## src/rtl/ex_arbiter_pkg.sv

```systemverilog
// Shared definitions for the commit-stage exception arbiter.
// Holds the exception codes, the wb_ex flag layout and the event-priority helpers.
package ex_arbiter_pkg;

    localparam logic [5:0] ECODE_INT  = 6'h00;
    localparam logic [5:0] ECODE_ADEF = 6'h08;
    localparam logic [5:0] ECODE_ALE  = 6'h09;
    localparam logic [5:0] ECODE_SYS  = 6'h0B;
    localparam logic [5:0] ECODE_BRK  = 6'h0C;
    localparam logic [5:0] ECODE_INE  = 6'h0D;
    localparam logic [5:0] ECODE_ERTN = 6'h3E;

    localparam logic ESUBCODE_ADEF = 1'b0;

    localparam int WB_EX_ADEF = 0;
    localparam int WB_EX_INE  = 1;
    localparam int WB_EX_SYS  = 2;
    localparam int WB_EX_BRK  = 3;
    localparam int WB_EX_ALE  = 4;
    localparam int WB_EX_ERTN = 5;
    localparam int WB_EX_W    = 6;

    localparam int HW_INT_W = 8;
    localparam int INT_W    = 13;

    typedef enum logic [2:0] {
        EV_NONE,
        EV_INT,
        EV_ADEF,
        EV_INE,
        EV_SYS,
        EV_BRK,
        EV_ALE,
        EV_ERTN
    } ex_event_e;

    // Earlier branches win: interrupts pre-empt every synchronous exception.
    function automatic ex_event_e pick_event(input logic int_pend,
                                             input logic [WB_EX_W-1:0] wb_ex);
        ex_event_e ev;
        if (int_pend)                 ev = EV_INT;
        else if (wb_ex[WB_EX_ADEF])   ev = EV_ADEF;
        else if (wb_ex[WB_EX_INE])    ev = EV_INE;
        else if (wb_ex[WB_EX_SYS])    ev = EV_SYS;
        else if (wb_ex[WB_EX_BRK])    ev = EV_BRK;
        else if (wb_ex[WB_EX_ALE])    ev = EV_ALE;
        else if (wb_ex[WB_EX_ERTN])   ev = EV_ERTN;
        else                          ev = EV_NONE;
        return ev;
    endfunction

    function automatic logic [5:0] event_ecode(input ex_event_e ev);
        logic [5:0] code;
        case (ev)
            EV_INT:  code = ECODE_INT;
            EV_ADEF: code = ECODE_ADEF;
            EV_INE:  code = ECODE_INE;
            EV_SYS:  code = ECODE_SYS;
            EV_BRK:  code = ECODE_BRK;
            EV_ALE:  code = ECODE_ALE;
            EV_ERTN: code = ECODE_ERTN;
            default: code = 6'h00;
        endcase
        return code;
    endfunction

    function automatic logic event_esubcode(input ex_event_e ev);
        logic sub;
        case (ev)
            EV_ADEF: sub = ESUBCODE_ADEF;
            default: sub = 1'b0;
        endcase
        return sub;
    endfunction

endpackage

```

## src/rtl/ex_arbiter_int_sync.sv

```systemverilog
// Multi-flop vector synchronizer for the asynchronous external interrupt lines.
// Every stage clears on the synchronous active-low reset.
module int_sync #(
    parameter int WIDTH = 8,
    parameter int DEPTH = 2
) (
    input  logic             clk,
    input  logic             rstn,
    input  logic [WIDTH-1:0] d,
    output logic [WIDTH-1:0] q
);

    logic [WIDTH-1:0] sync_q [DEPTH];
    logic [WIDTH-1:0] sync_d [DEPTH];

    always_comb begin
        sync_d[0] = d;
        for (int i = 1; i < DEPTH; i++) begin
            sync_d[i] = sync_q[i-1];
        end
    end

    always_ff @(posedge clk) begin
        if (!rstn) begin
            for (int i = 0; i < DEPTH; i++) begin
                sync_q[i] <= '0;
            end
        end else begin
            for (int i = 0; i < DEPTH; i++) begin
                sync_q[i] <= sync_d[i];
            end
        end
    end

    assign q = sync_q[DEPTH-1];

endmodule

```

## src/rtl/ex_arbiter.sv

```systemverilog
// Commit-stage exception/interrupt arbiter: picks the highest-priority event,
// drives the CSR exception inputs, then sequences flush and fetch redirect.
module ex_arbiter
    import ex_arbiter_pkg::*;
#(
    parameter int SYNC_STAGES = 2
) (
    input  logic                clk,
    input  logic                rstn,
    input  logic                wb_valid,
    input  logic [31:0]         wb_pc,
    input  logic [WB_EX_W-1:0]  wb_ex,
    input  logic [31:0]         wb_vaddr,
    input  logic [HW_INT_W-1:0] hw_int,
    input  logic                timer_int,
    input  logic                csr_crmd_ie,
    input  logic [INT_W-1:0]    csr_ecfg_lie,
    input  logic [1:0]          csr_estat_sw,
    output logic [HW_INT_W-1:0] hw_is,
    output logic                ex_en,
    output logic [5:0]          ecode,
    output logic                esubcode,
    output logic [31:0]         ex_pc,
    output logic [31:0]         ex_vaddr,
    output logic                wb_commit,
    output logic                flush,
    output logic                redirect_valid,
    output logic                redirect_sel,
    input  logic                redirect_ready
);

    typedef enum logic [1:0] {
        ST_IDLE,
        ST_FLUSH,
        ST_REDIR
    } state_e;

    state_e      state_q, state_d;
    logic        ex_en_q, ex_en_d;
    logic [5:0]  ecode_q, ecode_d;
    logic        esubcode_q, esubcode_d;
    logic [31:0] ex_pc_q, ex_pc_d;
    logic [31:0] ex_vaddr_q, ex_vaddr_d;
    logic        flush_q, flush_d;
    logic        redirect_valid_q, redirect_valid_d;
    logic        redirect_sel_q, redirect_sel_d;

    logic [INT_W-1:0] is_vec;
    logic             int_pend;
    logic             evaluate;
    ex_event_e        ev;
    logic             take;

    int_sync #(
        .WIDTH (HW_INT_W),
        .DEPTH (SYNC_STAGES)
    ) u_int_sync (
        .clk  (clk),
        .rstn (rstn),
        .d    (hw_int),
        .q    (hw_is)
    );

    // Bit 12 is the IPI slot and bit 10 is reserved; neither has a source here.
    assign is_vec   = {1'b0, timer_int, 1'b0, hw_is, csr_estat_sw};
    assign int_pend = csr_crmd_ie & (|(is_vec & csr_ecfg_lie));
    assign evaluate = (state_q == ST_IDLE) & wb_valid;

    always_comb begin
        ev = EV_NONE;
        if (evaluate) begin
            ev = pick_event(int_pend, wb_ex);
        end
    end

    assign take      = (ev != EV_NONE);
    assign wb_commit = evaluate & ~take;

    always_comb begin
        state_d          = state_q;
        ex_en_d          = 1'b0;
        ecode_d          = 6'h00;
        esubcode_d       = 1'b0;
        ex_pc_d          = ex_pc_q;
        ex_vaddr_d       = ex_vaddr_q;
        flush_d          = 1'b0;
        redirect_valid_d = 1'b0;
        redirect_sel_d   = redirect_sel_q;

        case (state_q)
            ST_IDLE: begin
                if (take) begin
                    state_d        = ST_FLUSH;
                    flush_d        = 1'b1;
                    ex_en_d        = (ev != EV_ERTN);
                    ecode_d        = event_ecode(ev);
                    esubcode_d     = event_esubcode(ev);
                    ex_pc_d        = wb_pc;
                    redirect_sel_d = (ev == EV_ERTN);
                    case (ev)
                        EV_ADEF: ex_vaddr_d = wb_pc;
                        EV_ALE:  ex_vaddr_d = wb_vaddr;
                        default: ex_vaddr_d = 32'h0;
                    endcase
                end
            end
            ST_FLUSH: begin
                state_d          = ST_REDIR;
                redirect_valid_d = 1'b1;
            end
            ST_REDIR: begin
                // redirect_sel stays frozen until fetch takes the request.
                if (redirect_valid_q && redirect_ready) begin
                    state_d = ST_IDLE;
                end else begin
                    redirect_valid_d = 1'b1;
                end
            end
            default: begin
                state_d = ST_IDLE;
            end
        endcase
    end

    always_ff @(posedge clk) begin
        if (!rstn) begin
            state_q          <= ST_IDLE;
            ex_en_q          <= 1'b0;
            ecode_q          <= 6'h00;
            esubcode_q       <= 1'b0;
            ex_pc_q          <= 32'h0;
            ex_vaddr_q       <= 32'h0;
            flush_q          <= 1'b0;
            redirect_valid_q <= 1'b0;
            redirect_sel_q   <= 1'b0;
        end else begin
            state_q          <= state_d;
            ex_en_q          <= ex_en_d;
            ecode_q          <= ecode_d;
            esubcode_q       <= esubcode_d;
            ex_pc_q          <= ex_pc_d;
            ex_vaddr_q       <= ex_vaddr_d;
            flush_q          <= flush_d;
            redirect_valid_q <= redirect_valid_d;
            redirect_sel_q   <= redirect_sel_d;
        end
    end

    assign ex_en          = ex_en_q;
    assign ecode          = ecode_q;
    assign esubcode       = esubcode_q;
    assign ex_pc          = ex_pc_q;
    assign ex_vaddr       = ex_vaddr_q;
    assign flush          = flush_q;
    assign redirect_valid = redirect_valid_q;
    assign redirect_sel   = redirect_sel_q;

endmodule
```

## config.mk

```make
export PLATFORM = sky130hd
export DESIGN_NAME = ex_arbiter
export DESIGN_NICKNAME = d
export VERILOG_FILES = /design/src/rtl/ex_arbiter_pkg.sv /design/src/rtl/ex_arbiter_int_sync.sv /design/src/rtl/ex_arbiter.sv
export SDC_FILE = /design/constraint.sdc
export NUM_CORES = 1
export LEC_CHECK = 0
export CORE_MARGIN = 1.5
export CORE_UTILIZATION = 42
export CTS_CLUSTER_DIAMETER = 100
export DETAILED_ROUTE_END_ITERATION = 8
export PLACE_DENSITY = 0.91
export SLEW_MARGIN = 40
export SYNTH_ARGS = -nofsm -noshare
export SYNTH_HDL_FRONTEND = slang
export SYNTH_SLANG_ARGS = --single-unit
```

## constraint.sdc

```tcl
create_clock -name clk -period 4.5 [get_ports clk]
set_clock_uncertainty 0.15 [all_clocks]
set_input_delay 1.125 -clock clk [delete_from_list [all_inputs] [get_ports clk]]
set_output_delay 1.125 -clock clk [all_outputs]
set_load 0.05 [all_outputs]
```

Word-level counts from Yosys, hierarchy flattened:

Memories as Yosys holds them, arrays and structs flattened.
Cells that the tools add are included.

* bits of input ports: 99
* flip-flop bits (word level): 76
* word-level logic and storage cells: 55
* output and inout port bits: 84
* memory bits (writable): 16
* memories: 1

* multiplexer cells: 20
* bitwise logic cells: 7
* equality and inequality tests: 11
* reductions and logical operators: 8

Memory list
* u_int_sync.sync_q: words 2, bits a word 8, rd ports 2, clocked after memory_dff 0, write ports 2, line ex_arbiter_int_sync.sv:13 `logic [WIDTH-1:0] sync_q [DEPTH];`

Operators with widths (count)
* 32-bit case mux with 2 select lines: 1
* 6-bit case mux with 6 select lines: 1
* 3-bit 2-to-1 mux: 8
* 8-bit 2-to-1 mux: 2
* 12-bit by 13-bit AND with 13-bit output: 1
* 13-bit OR reduction: 1
* 3-bit equality test, second input constant: 4
* 3-bit by 2-bit equality test with 1-bit output, second input constant: 2
* 2-bit case mux with 3 select lines: 1
* 2-bit AND reduction: 3
* 1-bit 2-to-1 mux: 4
* 2-bit 2-to-1 mux: 2
* 2-bit inequality test, second input constant: 2
* 1-bit AND: 3
* 3-bit inequality test, second input constant: 1
* 3-bit AND reduction: 1
* 3-bit nonzero test: 1
* 2-bit by 1-bit equality test with 1-bit output, second input constant: 1
* 2-bit equality test, second input constant: 1
* 2-bit logical NOT: 1
* 1-bit bitwise OR: 2
* 1-bit case mux with 2 select lines: 1
* 1-bit logical AND: 1
* 1-bit NOT: 1

Depth between registers and ports, before layout:

Gate-level depths: netlist (run 1).

* word-level depth: 11
* gate-level depth with buffers: 9
* gate-level depth less buffers: 7

By module:

Synthesis (run 1) repeated with hierarchy kept, for this count alone.

* cell total of the unflattened synthesis: 352
* area, all modules: 3435.8 um2

Modules (own cells, without submodules)
* ex_arbiter: cells each 319, area an instance 2989.1 um2, instances 1, sequential area each 1501.4 um2
* int_sync: cells each 33, area an instance 446.7 um2, instances 1, sequential area each 320.3 um2

Worst setup path before layout (run 1):

OpenSTA, ideal clock, no wires.

* path kind: input -> output
* from: input csr_ecfg_lie[6]
* to: output wb_commit
* cell stages on the path: 6
* path buffers: 2
* arrival: 2.681 ns
* slack: 0.544 ns
* data required time: 3.225 ns
* path through: a222oi_1 -> nand3_1 -> o211ai_1 -> buf_4 -> buf_4 -> and2_1

* word-level cells in the longest chain between the ends: 8

Ends and longest elaborated chain
* start: declaration: line ex_arbiter.sv:17 `input logic [INT_W-1:0] csr_ecfg_lie,`
* 12-bit by 13-bit AND with 13-bit output: line ex_arbiter.sv:66 `assign int_pend = csr_crmd_ie & (|(is_vec & csr_ecfg_lie));`
* 13-bit OR reduction: line ex_arbiter.sv:66
* 1-bit AND: line ex_arbiter.sv:66
* 3-bit 2-to-1 mux: line ex_arbiter_pkg.sv:41 `if (int_pend) ev = EV_INT;`
* 3-bit 2-to-1 mux: line ex_arbiter.sv:71 `if (evaluate) begin`
* 3-bit nonzero test: line ex_arbiter.sv:76 `assign take = (ev != EV_NONE);`
* 1-bit NOT: line ex_arbiter.sv:77 `assign wb_commit = evaluate & ~take;`
* 1-bit AND: line ex_arbiter.sv:77
* end: declaration: line ex_arbiter.sv:25 `output logic wb_commit,`

No other way between the ends.

Worst setup path after layout (run 1):

* from: input wb_ex[0]
* to: output wb_commit

* word-level cells in the longest chain between the ends: 6

Ends and longest elaborated chain
* start: declaration: line ex_arbiter.sv:12 `input logic [WB_EX_W-1:0] wb_ex,`
* 3-bit 2-to-1 mux: line ex_arbiter_pkg.sv:42 `else if (wb_ex[WB_EX_ADEF]) ev = EV_ADEF;`
* 3-bit 2-to-1 mux: line ex_arbiter_pkg.sv:41
* 3-bit 2-to-1 mux: line ex_arbiter.sv:71
* 3-bit nonzero test: line ex_arbiter.sv:76
* 1-bit NOT: line ex_arbiter.sv:77
* 1-bit AND: line ex_arbiter.sv:77

No other way between the ends.

==> results by stage, run 1 <==
Synthesis:
- After synthesis the cells add up to ~3400 sq um.
- The post-synthesis sequential area ratio is a little over half.
- The most instantiated flip-flop cell in the synthesis netlist is dfxtp_1.
- The largest total area in the synthesized netlist belongs to dfxtp_1.
- The synthesis-stage register bit count is just over 90.
- Synthesis produced a netlist with a net count of 422.
- Counting flops with an async set or reset pin after synthesis yields a share of 0%.
- The count of unique library cells instantiated by Yosys is 40.
- The number of synthesized flops with an enable pin is 0.
- The yosys synthesis warning count is 0.
- In the post-synthesis netlist, the biggest area contributors are dfxtp_1 53%, mux2i_1 9.3%, and2_1 9.3%.
- Of the post-synthesis cell area, the dominant cell type holds between 50% and 60%.
- The mean post-synth cell area is about 11 sq um.
- The number of cells produced by synthesis is 320.

Critical path:
- The category of cells accounting for the largest share of critical-path delay is simple AND/OR/NAND/NOR gates.
- For the worst setup path, the data required time is around 3.2 ns.
- The endpoint of the most critical register-to-register path is ex_vaddr[12]$_SDFFE_PN0P_.
- The arrival time at the worst endpoint is 2.82 ns.
- The largest fanout on the critical path is 7.
- Measured in cells, the most critical reg-to-reg path has a length of 7.
- The combined buffer and inverter count along the critical path is 2.
- For this design, the slowest cell found on the critical path is clkdlybuf4s50_1.
- The start of the worst register-to-register path is u_int_sync.sync_q[0][12]$_SDFF_PN0_.
- STA classifies the critical path endpoint as a primary output.
- For this run, the slowest stage of the critical path takes approximately 0.53 ns.
- Across all register-to-register paths, the minimum setup slack is 1.74 ns.
- The critical path goes through clkdlybuf4s50_1 > nor4_1 > nand3_1 > o211ai_1 > and2_1 > buf_12.
- The category of the critical setup timing path is in -> out.
- The kind of launch point of the worst setup path is an input port.

Timing:
- The clock period minus worst slack is between 4 and 5 ns.
- The final setup slack of the worst path is a little over 0.4 ns.
- At the pin with the least slew margin, the transition time is roughly 0.67 ns.
- The count of pins over their slew limit is 0.
- Setup violations remaining at the end of the flow were counted as 0.
- The hold violation total from the final report is 0.
- The worst slew slack as a fraction of its limit is between 50 and 60%.
- Setup repair after global routing left no endpoint under its margin.
- The setup total negative slack is 0 ns.
- Of the available clock period, the critical path in the final layout requires between 90 and 100%.
- The highest clock rate is approximately 240 MHz.

Floorplanning:
- The number of I/O pins is around 180.
- From left edge to right edge, the die measures around 94 microns.
- The die outline area is around 9000 sq um.
- For this configuration, the core starts out at a cell density of between 40% and 50%.
- In this run the standard cell core region covers 7850 sq um.
- The die height is slightly above 90 microns.
- The number of cell rows is 32.

Drt:
- After the first detailed-routing iteration, the DRC count stood at 90.
- Dividing the detail-routed wire length by the instance count gives around 16 microns.
- The total DRC errors in the routed layout is 0.
- The post-route antenna net violation count is 0.
- The average vias per placed instance is between 5 and 6.
- Summed over all layers, the routed wires come to 9570 microns.
- The wire length on met1 is about 3800 microns.
- The count of vias placed by the detailed router is slightly above 3000.
- Before antenna repair, the detailed router went through 5 iterations.
- The met3 routed wirelength is 710 microns.
- The highest routing layer actually used is met4.
- Wire segments on met2 add up to just under 5000 microns in the final route.

Power:
- Total power for the finished layout comes to 2.08 mW.
- Summed over all cells, the static leakage comes to between 2 and 2.5 nW.
- Power spread over the standard cell area amounts to ~380 nW/um^2.
- The worst voltage drop across the vdd grid is roughly 0.25 mV.

Placed design:
- The number of input and output port buffers inserted is about 180.
- The final estimated routing congestion in global placement is 0.753.
- The standard cell area after detailed placement is between 5000 and 6000 sq um.
- Detailed placement ended at an HPWL of 7160 microns.
- The worst slack after detailed placement is between 0.3 and 0.4 ns.

Clocking:
- The number of setup buffers added after CTS is 0.
- The clock tree root buffer cell is clkbuf_8.
- The CTS tree is done.
- In this run the number of H-tree levels came out at 3.
- In this run, post-CTS hold repair placed 0 buffers.
- Counting the buffers created by CTS gives 9.
- The clock input transition at the sequential cells of the worst setup and hold paths is ~0.08 ns.
- Clock tree synthesis found a total of 91 sinks.
- Clock latency on the worst-skew pair, taken at its later pin, is about 0.34 ns.
- The clock tree buffer depth is 2.
- The post-cts resize count is 0.

Final layout:
- The total area of multi-input combinational cells is between 1000 and 1500 sq um.
- The repair_antennas step left the layout with diodes totalling 0.
- The finished cells cover 5530 sq um.
- The relative area change from synthesis to final layout is 60.5%.
- Across the whole layout, storage elements account for around 1800 sq um.
- The final layout net count is a little under 600.
- The filler cells instantiated in the layout total about 600.
- The post-route netlist has about a tenth of its cells at a drive strength greater than 1.

GRT:
- The number of global-route vias before repair came to 3178.
- Entering global routing, the biggest net connects 38 pins.
- The global-route wire length before repair is between 15000 and 20000 microns.
- The global router's overall resource usage is 22.0%.
- Summed over all layers, the global routing overflow is 0.
- The number of antenna violations at the first check in global routing was 0.

Worst hold path:
- The critical hold path startpoint is u_int_sync.sync_q[0][2]$_SDFF_PN0_.
- The worst min-delay path class is reg -> reg.
- The hold-critical path endpoint is u_int_sync.sync_q[0][10]$_SDFF_PN0_.
- The hold-critical path depth is 1.

Run:
- Across the run, the number of max-cap violations was 0.

Outcome:
- The run finished with clean final reports.
## power by group
group	internal [mW]	leakage (nW)	switching (mW)
sequential	0.867	0.745	0.0314
combinational	0.257	1.40	0.348
clock	0.289	0.106	0.284
total	1.41	2.26	0.663
## worst max path at each step
stage          slack (ns)             from        end  cells after the start
6_report             0.40         wb_ex[0]  wb_commit                      6
3_5_place_dp         0.39         wb_ex[0]  wb_commit                      6
3_3_place_gp         0.47         wb_ex[0]  wb_commit                      6
4_1_cts              0.41         wb_ex[0]  wb_commit                      6
2_1_floorplan        0.54  csr_ecfg_lie[6]  wb_commit                      6
5_1_grt              0.21         wb_ex[0]  wb_commit                      6
## area by class of cell
cell class	instances	area share, %
timing repair buffer	185	34.1
sequential	91	33.0
multi-input combinational	199	26.3
clock buffer	11	2.74
tap	102	2.31
clock inverter	5	1.09
inverter	7	0.475
## sequential cells by signal, indices dropped and copies added, names as in the netlist
| name | count |
|---|---|
| ex_pc | 32 |
| u_int_sync.sync_q | 16 |
| redirect_sel | 1 |
| ecode | 5 |
| redirect_valid | 1 |
| ex_vaddr | 32 |
| state_q | 2 |
| ex_en | 1 |
| flush | 1 |
## Yosys cell counts (6+ instances only)
master    number
nor2_1        39
inv_1          6
a221o_2       22
dfxtp_1       91
clkbuf_1       7
buf_4          6
mux2i_1       32
a221o_1       10
and2_1        51
## cell usage in the layout, fill, tap and decap left out, drive strengths merged
cell,instances
nand2,2
o211a,1
nand3,4
a22oi,4
or4,1
o21ai,3
clkinv,2
nor4,2
dfxtp,91
a221o,32
a211oi,1
mux2i,32
nand2b,1
conb,1
a222oi,1
nor4b,1
nor3b,2
nor2,39
a21oi,1
buf,7
o21a,1
nor2b,1
inv,8
a221oi,1
clkbuf,11
a21boi,1
clkdlybuf4s50,178
ha,3
a31oi,1
and3,1
clkinvlp,1
and2,52
o211ai,2
o311ai,1
nor3,3
nand4,4
bufinv,1
## kinds of logic (layout without fill, tap and decap cells)
| group | after synthesis | after routing | share of synthesized area, % |
|---|---|---|---|
| buffers and inverters | 30 | 208 | 4.94 |
| other | 1 | 1 | 0.109 |
| AOI/OAI and AO/OA | 50 | 50 | 13.9 |
| and+or+nand+nor | 113 | 113 | 17.7 |
| adders and majority gates | 3 | 3 | 1.09 |
| muxes | 32 | 32 | 9.30 |
| DFF | 91 | 91 | 52.9 |
## per-layer routing
metal | up-vias | GRT usage (%)
met5 | - | 0
met4 | 0 | 6.09
met3 | 9 | 6.18
met2 | 134 | 40.8
met1 | 1473 | 24.4
li1 | 1479 | -
## stage by stage
step	hold slack [ns]	utilization, %	std cells
global route	0.309	70.4	600
detailed placement	0.269	67.7	584
CTS	0.290	70.4	600
floorplan	0.262	-	320
global placement	0.267	67.7	584
finish	0.288	70.4	600
Note: power is estimated with default switching activity, not from simulation.
==> run 2: changes to the inputs <==
--- a/config.mk
+++ b/config.mk
@@ -6,10 +6,10 @@
 export NUM_CORES = 1
 export LEC_CHECK = 0
 export CORE_MARGIN = 1.5
-export CORE_UTILIZATION = 42
+export CORE_UTILIZATION = 35
 export CTS_CLUSTER_DIAMETER = 100
 export DETAILED_ROUTE_END_ITERATION = 8
-export PLACE_DENSITY = 0.91
+export PLACE_DENSITY = 0.79
 export SLEW_MARGIN = 40
 export SYNTH_ARGS = -nofsm -noshare
 export SYNTH_HDL_FRONTEND = slang
==> results by stage, run 2 (synthesized netlist as in run 1, its figures left out) <==
Drt:
- The post-route antenna net violation count is 0.
- The first detailed-routing pass ran for 4 iterations.
- The detailed router placed around 3000 vias in this run.
- The routed design has between 9000 and 10000 microns of wire.
- After detailed routing, the number of remaining DRC violations is 0.
- The average vias per placed instance is between 4 and 5.
- After detailed routing, the average wire length per cell comes to around 15 microns.
- For this block, the initial DRC count from the detailed router was between 70 and 80.

Floorplanning:
- The number of I/O pins is 183.
- The die width is 102 microns.
- The floorplan step defined a core boundary enclosing approximately 9600 sq um.
- The die outline area is ~10000 sq um.
- The floorplan step set the die height to between 100 and 150 microns.
- The number of cell rows is 36.
- Once the floorplan was initialized, standard cells occupied 35.7% of the core.

Clocking:
- The post-cts resize count is 0.
- Buffers inserted to repair hold after CTS numbered 0.
- The number of H-tree levels is 3.
- The clock latency of the later-clocked register in the worst-skew pair is 0.35 ns.
- The clock tree buffer depth is 2.
- The tree is rooted in a clkbuf_8.
- The clock buffer count from CTS is 9.
- TritonCTS built the clock tree.
- CTS saw a little over 90 sinks.
- The number of setup buffers added after CTS is 0.
- After clock tree synthesis, the clock-pin slew on the worst setup and hold paths is ~0.090 ns.

GRT:
- The aggregate global routing overflow is 0.
- The first global-routing pass estimated ~14000 microns of wire.
- The number of global-route vias before repair came to 2897.
- The number of antenna violations at the first check in global routing was 0.
- Entering global routing, the biggest net connects 38 pins.
- The global router's overall resource usage is approximately 18%.

Critical path:
- The signal on the critical path passes through clkdlybuf4s50_1 > nor4_1 > nand3_1 > o211ai_1 > and2_1 > buf_12.
- The start of the worst register-to-register path is u_int_sync.sync_q[0][12]$_SDFF_PN0_.
- The critical path required time is between 3 and 4 ns.
- The critical path is of the in -> out type.
- The worst setup path is launched from an input port.
- In this run the worst setup path begins at wb_ex[0].
- The biggest cell delay along the critical path is 0.52 ns.
- Setup slack on the worst reg-to-reg path comes out at approximately 1.7 ns.
- The slowest cell on the critical path is clkdlybuf4s50_1.
- The worst register-to-register path ends at ex_vaddr[13]$_SDFFE_PN0P_.
- STA puts the critical path data arrival time at 2.81 ns.
- The capturing element of the worst setup path is wb_commit.
- Counting cells, the worst reg-to-reg path comes to 7.
- The largest fanout on the critical path is 7.
- The kind of end point of the critical path is a primary output.

Timing:
- The count of pins over their slew limit is 0.
- Based on the critical path, the design can be clocked at up to about 240 MHz.
- For the final routed database, the setup TNS stands at 0 ns.
- The hold violation total from the final report is 0.
- For the pin with the worst max-slew slack, the measured transition is between 0.6 and 0.7 ns.
- The period utilization is between 90% and 100%.
- The clock period minus worst slack is between 4 and 5 ns.
- Final hold analysis gives a worst-case slack of 0.290 ns.
- The worst pin sits at a relative slew slack of between 50% and 60%.
- Setup violations remaining at the end of the flow were counted as 0.
- Setup repair after global routing left no endpoint under its margin.

Final layout:
- The share of final-layout standard cells stronger than drive strength 1 is around 9.8%.
- The non-filler instance count after layout is around 630.
- The final design utilization is between 50% and 60%.
- The layout has 837 filler cells.
- The final layout net count is 595.
- The library cell used most frequently in the layout, excluding fill and tap cells, is clkdlybuf4s50_1.
- The top cell types in the final layout, fill and taps aside, are 178 x clkdlybuf4s50_1, 91 x dfxtp_1, 51 x and2_1, 39 x nor2_1, 32 x mux2i_1.
- From synthesis to final layout, the design area changed by 61.3%.
- The repair_antennas step left the layout with diodes totalling 0.

Power:
- Per report_power, the clock group accounts for approximately 28% of the total.
- The proportion of total power due to net switching is between 30 and 40%.
- For this design the ratio of total power to cell area is between 300 and 400 nW/um^2.
- For this design the static power due to leakage is ~2.3 nW.
- Total power for the finished layout comes to ~2.1 mW.
- Combinational cells account for 29.0% of the total power.
- The worst voltage drop across the vdd grid is around 0.16 mV.
- The sequential fraction of design power is about 43%.
- The total internal power is about 1.4 mW.
- In this run the power spent charging and discharging nets is around 0.67 mW.

Placed design:
- The number of input and output port buffers inserted is about 180.
- Once detailed placement completed, the half-perimeter wirelength came to around 6900 microns.
- The final estimated routing congestion in global placement is roughly 0.75.
- The number of placed instances, taps included, is approximately 620.

Worst hold path:
- Along the worst hold path, the cell count comes to 1.
- The min-delay analysis places its worst path in the category reg -> reg.

Outcome:
- The run finished with clean final reports.

Run:
- The tool flagged a number of max-cap violations equal to 0.
## run 2: worst min-delay path by stage
stage,start,end,slack [ns]
floorplan,u_int_sync.sync_q[0][2]$_SDFF_PN0_,u_int_sync.sync_q[0][10]$_SDFF_PN0_,0.26
detailed placement,u_int_sync.sync_q[0][3]$_SDFF_PN0_,u_int_sync.sync_q[0][11]$_SDFF_PN0_,0.27
global route,u_int_sync.sync_q[0][5]$_SDFF_PN0_,u_int_sync.sync_q[0][13]$_SDFF_PN0_,0.31
global placement,u_int_sync.sync_q[0][4]$_SDFF_PN0_,u_int_sync.sync_q[0][12]$_SDFF_PN0_,0.27
finish,u_int_sync.sync_q[0][5]$_SDFF_PN0_,u_int_sync.sync_q[0][13]$_SDFF_PN0_,0.29
CTS,u_int_sync.sync_q[0][3]$_SDFF_PN0_,u_int_sync.sync_q[0][11]$_SDFF_PN0_,0.29
## run 2: worst max-delay path, delay by kind of cell
family,cells,cell delay [ns]
buf+inv,2,0.67
compound gates,1,0.23
simple gates,3,0.78
## run 2: per-layer routing
layer	GRT usage (%)	wire length [microns]	vias to the layer above
met2	29.8	4480	118
met4	6.01	136	0
li1	-	-	1481
met3	4.58	654	11
met1	21.9	4150	1402
met5	0	0	-
## run 2: area by class of cell
| cell class | count | area, sq um | area share (%) |
|---|---|---|---|
| timing repair buffer | 185 | 1870 | 33.7 |
| sequential | 91 | 1820 | 32.8 |
| multi-input combinational | 199 | 1460 | 26.2 |
| tap | 133 | 166 | 3.00 |
| clock buffer | 11 | 151 | 2.73 |
| clock inverter | 5 | 60.1 | 1.08 |
| inverter | 7 | 26.3 | 0.473 |
## run 2: power by group through the flow
stage	combinational (mW)	clock, mW	sequential, mW
3_5_place_dp	0.607	0	0.916
2_1_floorplan	0.176	0	1.10
5_1_grt	0.638	0.642	0.904
6_report	0.604	0.579	0.897
4_1_cts	0.609	0.605	0.897
3_3_place_gp	0.599	0	0.913
## run 2: stage by stage
step	setup slack, ns	instance area (sq um)
global placement	0.461	5340
global route	0.238	5550
detailed placement	0.419	5340
finish	0.415	5550
CTS	0.418	5550
floorplan	0.544	3440
